===== src/rtl/lsu_pkg.sv =====
// Shared definitions for the load/store unit: size codes, FSM states and byte-lane masks.
// Also provides a helper that maps a size code to its unshifted byte-enable mask.
package lsu_pkg;

    typedef enum logic [1:0] {
        SZ_WORD = 2'b00,
        SZ_HALF = 2'b01,
        SZ_BYTE = 2'b10,
        SZ_ILL  = 2'b11
    } lsu_size_e;

    typedef enum logic [2:0] {
        IDLE,
        REQ_LO,
        WAIT_LO,
        REQ_HI,
        WAIT_HI,
        RESP
    } lsu_state_e;

    localparam logic [3:0] BE_BYTE = 4'b0001;
    localparam logic [3:0] BE_HALF = 4'b0011;
    localparam logic [3:0] BE_WORD = 4'b1111;

    // Illegal sizes get an empty mask so they can never look like a split access.
    function automatic logic [3:0] size_mask(input logic [1:0] size);
        case (size)
            SZ_WORD: size_mask = BE_WORD;
            SZ_HALF: size_mask = BE_HALF;
            SZ_BYTE: size_mask = BE_BYTE;
            default: size_mask = 4'b0000;
        endcase
    endfunction

endpackage


===== src/rtl/lsu_align.sv =====
// Combinational lane steering: shifts store masks/data into the LO/HI words and
// right-aligns plus extends load data gathered from those two words.
module lsu_align
    import lsu_pkg::*;
(
    input  logic [1:0]  size,
    input  logic        sign,
    input  logic [1:0]  offset,
    input  logic [31:0] wdata,
    input  logic [31:0] lo_rdata,
    input  logic [23:0] hi_rdata,
    output logic [3:0]  be_lo,
    output logic [3:0]  be_hi,
    output logic [31:0] wdata_lo,
    output logic [31:0] wdata_hi,
    output logic        split,
    output logic [31:0] rdata
);

    logic [7:0]  mask_wide;
    logic [63:0] wdata_wide;
    logic [31:0] merged;

    always_comb begin
        mask_wide  = {4'b0000, size_mask(size)} << offset;
        wdata_wide = {32'h0, wdata} << {offset, 3'b000};
        be_lo      = mask_wide[3:0];
        be_hi      = mask_wide[7:4];
        split      = |mask_wide[7:4];
        wdata_lo   = wdata_wide[31:0];
        wdata_hi   = wdata_wide[63:32];

        // The top byte of the HI word can never be part of a legal access.
        case (offset)
            2'd0:    merged = lo_rdata;
            2'd1:    merged = {hi_rdata[7:0],  lo_rdata[31:8]};
            2'd2:    merged = {hi_rdata[15:0], lo_rdata[31:16]};
            default: merged = {hi_rdata[23:0], lo_rdata[31:24]};
        endcase

        case (size)
            SZ_BYTE: rdata = {{24{sign & merged[7]}}, merged[7:0]};
            SZ_HALF: rdata = {{16{sign & merged[15]}}, merged[15:0]};
            default: rdata = merged;
        endcase
    end

endmodule


===== src/rtl/load_store_unit.sv =====
// Load/store unit bridging a byte-addressed core request onto a little-endian word port,
// splitting misaligned accesses into LO/HI word transfers.
module load_store_unit
    import lsu_pkg::*;
#(
    parameter int ADDR_W = 17
) (
    input  logic              clk,
    input  logic              rst,
    input  logic              lsu_valid,
    output logic              lsu_ready,
    input  logic              lsu_write,
    input  logic [1:0]        lsu_size,
    input  logic              lsu_sign,
    input  logic [ADDR_W-1:0] lsu_addr,
    input  logic [31:0]       lsu_wdata,
    output logic              lsu_done,
    output logic              lsu_err,
    output logic [31:0]       lsu_rdata,
    output logic              mem_req,
    output logic              mem_we,
    output logic [ADDR_W-1:0] mem_addr,
    output logic [3:0]        mem_be,
    output logic [31:0]       mem_wdata,
    input  logic              mem_gnt,
    input  logic              mem_rvalid,
    input  logic [31:0]       mem_rdata
);

    lsu_state_e        state_q, state_d;
    logic              write_q, write_d;
    logic [1:0]        size_q, size_d;
    logic              sign_q, sign_d;
    logic [ADDR_W-1:0] addr_q, addr_d;
    logic [31:0]       wdata_q, wdata_d;
    logic [31:0]       lo_data_q, lo_data_d;
    logic [23:0]       hi_data_q, hi_data_d;

    logic              ready_q, ready_d;
    logic              done_q, done_d;
    logic              err_q, err_d;
    logic [31:0]       rdata_q, rdata_d;
    logic              mem_req_q, mem_req_d;
    logic              mem_we_q, mem_we_d;
    logic [ADDR_W-1:0] mem_addr_q, mem_addr_d;
    logic [3:0]        mem_be_q, mem_be_d;
    logic [31:0]       mem_wdata_q, mem_wdata_d;

    logic              accept;
    logic [3:0]        be_lo, be_hi;
    logic [31:0]       wd_lo, wd_hi;
    logic              split;
    logic [31:0]       rdata_al;
    logic [ADDR_W-1:0] lo_word_addr, hi_word_addr;

    // Request fields pass straight through on the accept cycle so the first
    // memory request can be registered in the same edge as the fields.
    always_comb begin
        accept    = (state_q == IDLE) && lsu_valid;
        write_d   = accept ? lsu_write : write_q;
        size_d    = accept ? lsu_size  : size_q;
        sign_d    = accept ? lsu_sign  : sign_q;
        addr_d    = accept ? lsu_addr  : addr_q;
        wdata_d   = accept ? lsu_wdata : wdata_q;
        lo_data_d = lo_data_q;
        hi_data_d = hi_data_q;
        if (state_q == WAIT_LO && mem_rvalid) begin
            lo_data_d = mem_rdata;
        end
        if (state_q == WAIT_HI && mem_rvalid) begin
            hi_data_d = mem_rdata[23:0];
        end
        lo_word_addr = {addr_d[ADDR_W-1:2], 2'b00};
        hi_word_addr = lo_word_addr + ADDR_W'(4);
    end

    lsu_align u_align (
        .size     (size_d),
        .sign     (sign_d),
        .offset   (addr_d[1:0]),
        .wdata    (wdata_d),
        .lo_rdata (lo_data_d),
        .hi_rdata (hi_data_d),
        .be_lo    (be_lo),
        .be_hi    (be_hi),
        .wdata_lo (wd_lo),
        .wdata_hi (wd_hi),
        .split    (split),
        .rdata    (rdata_al)
    );

    always_comb begin
        state_d = state_q;
        case (state_q)
            IDLE:    if (lsu_valid) state_d = (lsu_size == SZ_ILL) ? RESP : REQ_LO;
            REQ_LO:  if (mem_gnt) state_d = !write_q ? WAIT_LO : (split ? REQ_HI : RESP);
            WAIT_LO: if (mem_rvalid) state_d = split ? REQ_HI : RESP;
            REQ_HI:  if (mem_gnt) state_d = write_q ? RESP : WAIT_HI;
            WAIT_HI: if (mem_rvalid) state_d = RESP;
            RESP:    state_d = IDLE;
            default: state_d = IDLE;
        endcase

        // Outputs are decoded from the next state so they are registered.
        ready_d     = (state_d == IDLE);
        done_d      = (state_d == RESP);
        err_d       = done_d && (size_d == SZ_ILL);
        rdata_d     = (done_d && !write_d && size_d != SZ_ILL) ? rdata_al : 32'h0;
        mem_req_d   = (state_d == REQ_LO) || (state_d == REQ_HI);
        mem_we_d    = mem_req_d && write_d;
        mem_addr_d  = '0;
        mem_be_d    = 4'b0000;
        mem_wdata_d = 32'h0;
        if (state_d == REQ_LO) begin
            mem_addr_d  = lo_word_addr;
            mem_be_d    = be_lo;
            mem_wdata_d = wd_lo;
        end else if (state_d == REQ_HI) begin
            mem_addr_d  = hi_word_addr;
            mem_be_d    = be_hi;
            mem_wdata_d = wd_hi;
        end
    end

    always_ff @(posedge clk) begin
        if (rst) begin
            state_q     <= IDLE;
            write_q     <= 1'b0;
            size_q      <= 2'b00;
            sign_q      <= 1'b0;
            addr_q      <= '0;
            wdata_q     <= 32'h0;
            lo_data_q   <= 32'h0;
            hi_data_q   <= 24'h0;
            ready_q     <= 1'b1;
            done_q      <= 1'b0;
            err_q       <= 1'b0;
            rdata_q     <= 32'h0;
            mem_req_q   <= 1'b0;
            mem_we_q    <= 1'b0;
            mem_addr_q  <= '0;
            mem_be_q    <= 4'b0000;
            mem_wdata_q <= 32'h0;
        end else begin
            state_q     <= state_d;
            write_q     <= write_d;
            size_q      <= size_d;
            sign_q      <= sign_d;
            addr_q      <= addr_d;
            wdata_q     <= wdata_d;
            lo_data_q   <= lo_data_d;
            hi_data_q   <= hi_data_d;
            ready_q     <= ready_d;
            done_q      <= done_d;
            err_q       <= err_d;
            rdata_q     <= rdata_d;
            mem_req_q   <= mem_req_d;
            mem_we_q    <= mem_we_d;
            mem_addr_q  <= mem_addr_d;
            mem_be_q    <= mem_be_d;
            mem_wdata_q <= mem_wdata_d;
        end
    end

    assign lsu_ready = ready_q;
    assign lsu_done  = done_q;
    assign lsu_err   = err_q;
    assign lsu_rdata = rdata_q;
    assign mem_req   = mem_req_q;
    assign mem_we    = mem_we_q;
    assign mem_addr  = mem_addr_q;
    assign mem_be    = mem_be_q;
    assign mem_wdata = mem_wdata_q;

endmodule


===== config.mk =====
export PLATFORM = sky130hd
export DESIGN_NAME = load_store_unit
export DESIGN_NICKNAME = d
export VERILOG_FILES = /design/src/rtl/lsu_pkg.sv /design/src/rtl/lsu_align.sv /design/src/rtl/load_store_unit.sv
export SDC_FILE = /design/constraint.sdc
export NUM_CORES = 1
export LEC_CHECK = 0
export CAP_MARGIN = 20
export CORE_MARGIN = 1.5
export CORE_UTILIZATION = 55
export DETAILED_ROUTE_END_ITERATION = 12
export HOLD_SLACK_MARGIN = 0.05
export PLACE_DENSITY = 0.82
export SYNTH_ARGS = -nofsm -noshare
export SYNTH_HDL_FRONTEND = slang
export SYNTH_SLANG_ARGS = --single-unit

===== constraint.sdc =====
create_clock -name clk -period 9.65 [get_ports clk]
set_clock_uncertainty 0.2 [all_clocks]
set_input_delay 1.93 -clock clk [delete_from_list [all_inputs] [get_ports clk]]
set_output_delay 1.93 -clock clk [all_outputs]
set_load 0.01 [all_outputs]

# After elaboration in Yosys (flattened, before gate mapping)
# Cells that the tools add are included.
[totals]
latch_bits = 0
ramBits = 0
elab_cells = 81
mem_bits_ro = 0
regBits = 202
memories = 0
input_bits = 90
out_inout_bits = 90
[classes]
n_mul = 0
shifts = 2
reduce_logical = 16
eq_ne = 14
div = 0
bitwise_logic = 4
magnitude_cmp = 0
n_mux = 26
addsub = 1
[ops]
columns = ["operator", "n"]
rows = [
  ["32-bit 2-to-1 mux", 4],
  ["32-bit one-hot mux with 3 select lines", 1],
  ["32-bit one-hot mux with 2 select lines", 1],
  ["32-bit by 5-bit left shift with 64-bit output", 1],
  ["17-bit 2-to-1 mux", 3],
  ["24-bit 2-to-1 mux", 1],
  ["3-bit 2-to-1 mux", 8],
  ["17-bit by 3-bit adder with 17-bit output (second input constant)", 1],
  ["3-bit one-hot mux with 5 select lines", 1],
  ["4-bit one-hot mux with 3 select lines", 1],
  ["3-bit by 2-bit equality test with 1-bit output (second input constant)", 3],
  ["2-bit equality test (second input constant)", 4],
  ["4-bit 2-to-1 mux", 2],
  ["4-bit by 2-bit left shift with 8-bit output", 1],
  ["1-bit logical AND", 7],
  ["3-bit by 1-bit equality test with 1-bit output (second input constant)", 2],
  ["3-bit equality test (second input constant)", 2],
  ["3-bit zero test", 2],
  ["2-bit by 1-bit equality test with 1-bit output (second input constant)", 2],
  ["2-bit zero test", 2],
  ["4-bit OR reduction", 1],
  ["1-bit 2-to-1 mux", 3],
  ["3-bit OR reduction", 1],
  ["1-bit AND", 2],
  ["6 further kinds", 7],
]

# Logic depth before layout (Yosys ltp)
[depth]
word_depth = 16
depth_mapped = 16
ltp_nobuf = 12

# Hierarchy
# A second synthesis with hierarchy kept.
[unflattened]
cells_unflattened = 1014
area_unflattened_um2 = 9611.7
[modules_own_cells]
columns = ["mod", "n_inst", "seq_area_each_um2", "cells_per_inst", "area_per_inst_um2"]
rows = [
  ["load_store_unit", 1, 4003.8, 774, 7593.5],
  ["lsu_align", 1, 0.0, 240, 2018.2],
]

# Least setup slack after synthesis
# OpenSTA, ideal clock, no wires.
[synth_timing]
path_kind = "input -> register"
startpoint = "input lsu_valid"
endpoint = "register mem_addr_q[6] (netlist: mem_addr[6])"
path_stages = 15
required_time_ns = 9.355
setup_slack_ns = 4.116
n_path_buf = 6
arrival_ns = 5.238
setup_time_ns = 0.095
path_cell_list = "or4b_4 -> buf_2 -> clkbuf_1 -> buf_2 -> clkbuf_1 -> mux2i_1 -> ha_1 -> clkbuf_1 -> inv_1 -> a211oi_1 -> a31oi_1 -> and3_1 -> buf_4 -> a221o_1 -> a221oi_1"
[synth_between]
elab_chain_len = 13
elab_cells_between_ends = 20
cone_classes = "add/sub (1); eq/ne (4); shift (1); mux (11); reduce/logical (3)"
[synth_rtl]
columns = ["item", "line", "rtl"]
rows = [
  ["start, declared", "load_store_unit.sv:10", "input logic lsu_valid,"],
  ["1-bit logical AND", "load_store_unit.sv:59", "accept = (state_q == IDLE) && lsu_valid;"],
  ["2-bit 2-to-1 mux", "load_store_unit.sv:61", "size_d = accept ? lsu_size : size_q;"],
  ["2-bit equality test, or another cell as far along", "lsu_pkg.sv:27", "case (size)"],
  ["4-bit one-hot mux with 3 select lines", "lsu_pkg.sv:27", ""],
  ["4-bit by 2-bit left shift with 8-bit output", "lsu_align.sv:25", "mask_wide = {4'b0000, size_mask(size)} << offset;"],
  ["4-bit OR reduction", "lsu_align.sv:29", "split = |mask_wide[7:4];"],
  ["3-bit 2-to-1 mux", "load_store_unit.sv:96, load_store_unit.sv:97", ""],
  ["3-bit 2-to-1 mux (2 in a row)", "load_store_unit.sv:96", "REQ_LO: if (mem_gnt) state_d = !write_q ? WAIT_LO : (split ? REQ_HI : RESP);"],
  ["3-bit one-hot mux with 5 select lines", "load_store_unit.sv:94", "case (state_q)"],
  ["3-bit by 2-bit equality test with 1-bit output", "load_store_unit.sv:118", "end else if (state_d == REQ_HI) begin"],
  ["17-bit 2-to-1 mux", "load_store_unit.sv:118", ""],
  ["17-bit 2-to-1 mux (*)", "load_store_unit.sv:114", "if (state_d == REQ_LO) begin"],
  ["end signal, assigned", "load_store_unit.sv:159", "mem_addr_q <= mem_addr_d;"],
  ["end, declared", "load_store_unit.sv:45", "logic [ADDR_W-1:0] mem_addr_q, mem_addr_d;"],
]
# Every way passes the cells marked *; elsewhere a longest branch is shown, timed or not.
# A chain may end at the register's enable or synchronous reset.

# Final worst setup path
# Same ends and word-level chain as after synthesis.

==> impl_metrics.yaml <==
synthesis:
  synth_cells: 1094
  synth_commonest_cells: "dfxtp_1 (200), mux2i_1 (142), nand2_1 (139)"
  syn-cell-area_um2: 9403
  yosys_warnings: 0
  synth_area_leaders: "dfxtp_1 (43%), mux2i_1 (15%), a21oi_1 (7.1%)"
  async_flop_share: 0
  synth_seq_area_share: 0.4258
  synthFlopType: "dfxtp_1"
  ys_ff_latch: 200
  syn_avg_cell_area_um2: 8.595
  synth_edf_count: 0
  yosysTopAreaCell: "dfxtp_1"
  netlist.area_leader.share: 0.4258
  synth_cell_types: 58
  yosysMostFrequentCell: "dfxtp_1"
layout:
  seqCellArea_um2: 4004
  final_area_um2: 11860
  nFillCells: 1260
  diodes: 0
  area_growth_pct: 26.12
  multi_input_area_um2: 5014
  drive_above_1_share: 0.05710
  final_nets: 1309
placed_design:
  place_congestion: 0.8280
  portBuffers: 177
  place_area_um2: 11190
  dp_slack_ns: 3.371
  hpwl_mm: 18.33
cts:
  clock_latency_ns: 0.43
  root_buffer: "clkbuf_16"
  cts_tree: "yes"
  cts_buffer_depth: 2
  h-tree-depth: 4
  cts-buffers-inserted: 17
  clock-sinks: 200
  clk_pin_slew_ns: 0.07
  post-cts-setup-buffer-count: 0
  cts.repair.resized: 0
  cts-hold-fix-buffers: 0
worst_setup_path:
  cp-endpoint: "mem_addr[6]$_SDFF_PP0_"
  r2r_start: "state_q[0]$_SDFF_PP0_"
  rrSetupSlack_ns: 5.45
  worst_path_max_delay_cell: "or4b_4"
  slowest_delay_ns: 0.70
  required_ns: 9.77
  critical_path.max_fanout: 34
  critical_path_class: "in -> reg"
  r2r-end: "mem_addr[6]$_SDFF_PP0_"
  critPathTopFamily: "simple AND/OR/NAND/NOR gates"
  critPathCaptureType: "flip-flop"
  critical_path_cell_count: 11
  cp.arrival_ns: 5.76
  startpoint: "lsu_valid"
  reg2reg_depth: 10
  crit_chain: "clkdlybuf4s50_1, or4b_4, mux2i_1, ha_1, inv_1, a211oi_1, a31oi_1, and3_1, buf_8, a221o_1, a221oi_1"
  critPathBufInv: 3
  start_kind: "input port"
routing:
  ant_nets: 0
  vias_per_cell: 6.221
  vias: 8996
  wirelength_mm: 27.97
  drc: 0
  drt_iter0_markers: 941
  drt_pre_antenna_iters: 5
  routedWlPerCell_um: 19.34
sta:
  tightest_slew_ns: 0.9571
  setup_tns_ns: 0
  hold_viol: 0
  layout_worst_path_cycle_share: 0.5844
  rsz0062_at_grt: "false"
  fmax_ghz: 0.1773
  finalCriticalPeriod_ns: 5.639
  drv_slew: 0
  finalSetupViolCount: 0
  slew_headroom: 0.3619
  fin_ws_ns: 4.011
global_route:
  grt_use_total: 0.3095
  antenna_found_initial: 0
  grt_max_degree: 79
  grt_pass1_wl_mm: 44.05
  grt-ovfl-total: 0
  grt_pass1_vias: 8414
job:
  cap_violations: 0
die:
  start_util: 0.5650
  die_x_um: 133.8
  rows: 47
  dieArea_um2: 17890
  io_pins: 180
  die_h_um: 133.8
  core-area_um2: 16640
status:
  outcome: "finished, final reports clean"
min_path:
  worstHoldStart: "lo_data_q[7]$_SDFF_PP0_"
  hold_class: "reg -> reg"
pwr:
  peakVddDrop_uv: 146.4
  p_leak_uw: 0.004392
  p_per_area_nw_per_um2: 199.3
## cell usage in the layout, fill, tap and decap left out, types with 3 or more instances in the layout
master           instances
nand3b_1                 4
inv_1                    8
mux2_2                   5
clkdlybuf4s50_1        175
a211oi_1                27
o22ai_1                 18
bufinv_16                6
nor3_1                   5
nand2_1                139
clkbuf_16               17
dfxtp_1                200
nand4_1                 25
mux4_2                   3
ha_1                     5
mux2i_1                140
o21a_1                   4
buf_4                   14
o21ai_0                 29
nand2b_1                 8
nor2_1                 113
nand3_1                 29
a31oi_1                  5
a21oi_1                133
and3_1                   9
a221oi_1                24
nor2b_1                 27
## cell families after synthesis
kind of cell    synth area share
fa+ha+maj               0.006653
buf+inv                  0.04564
xor+xnor                0.002795
other cells            0.0003988
simple gates              0.1880
mux                       0.1643
compound gates            0.1663
flops                     0.4258
## per-stage QoR
step	hold WS (ns)	util	power, µW	cells
finish	0.2561	0.7126	2363	1446
CTS	0.2535	0.7117	2352	1445
global route	0.2758	0.7126	2456	1446
floorplan	0.2331	-	1350	1095
global placement	0.2396	0.6723	1550	1414
detailed placement	0.2442	0.6723	1561	1414
## power breakdown
| part | internal, µW | switching (µW) |
|---|---|---|
| registers | 886 | 41.3 |
| clock network | 485 | 313 |
| logic | 258 | 379 |
## sequential cells by signal, summed over array words and instances, names as in the netlist
signal     cells
addr_q        17
mem_addr      15
lsu_err        1
size_q         2
mem_we         1
mem_be         4
lo_data_q     32
state_q        3
sign_q         1
lsu_done       1
lsu_rdata     32
mem_req        1
lsu_ready      1
hi_data_q     24
write_q        1
mem_wdata     32
wdata_q       32
## how the worst min path moves through the flow
stage                                   end  slack [ns]  cells past startpoint
finish              lo_data_q[7]$_SDFF_PP0_        0.26                      2
global route        lo_data_q[7]$_SDFF_PP0_        0.28                      2
CTS                 lo_data_q[7]$_SDFF_PP0_        0.25                      2
detailed placement  lo_data_q[7]$_SDFF_PP0_        0.24                      2
global placement    lo_data_q[7]$_SDFF_PP0_        0.24                      2
floorplan           lo_data_q[7]$_SDFF_PP0_        0.23                      2
## per-layer routing
layer | track usage | wire length, µm | vias up
li1 | - | - | 4117
met1 | 0.4139 | 11640 | 4318
met2 | 0.4928 | 13290 | 496
met3 | 0.06317 | 2276 | 65
met4 | 0.1184 | 764 | 0
met5 | 0 | 0 | -
## worst reg2reg max path, stage by stage (launching register included)
cell and delay [ns]:
dfxtp_1 0.48, or4b_4 0.81, mux2i_1 0.40, ha_1 0.37, inv_1 0.10, a211oi_1 0.22, a31oi_1 0.14, and3_1 0.43
buf_8 0.26, a221o_1 0.32, a221oi_1 0.35
## final cells by class
class,instances,area share
sequential,200,0.3376
clock inverter,12,0.01878
clock buffer,19,0.03651
tap,220,0.02321
multi-input combinational,795,0.4228
inverter,9,0.002849
timing repair buffer,191,0.1583
(Power assumes the default switching activity.)
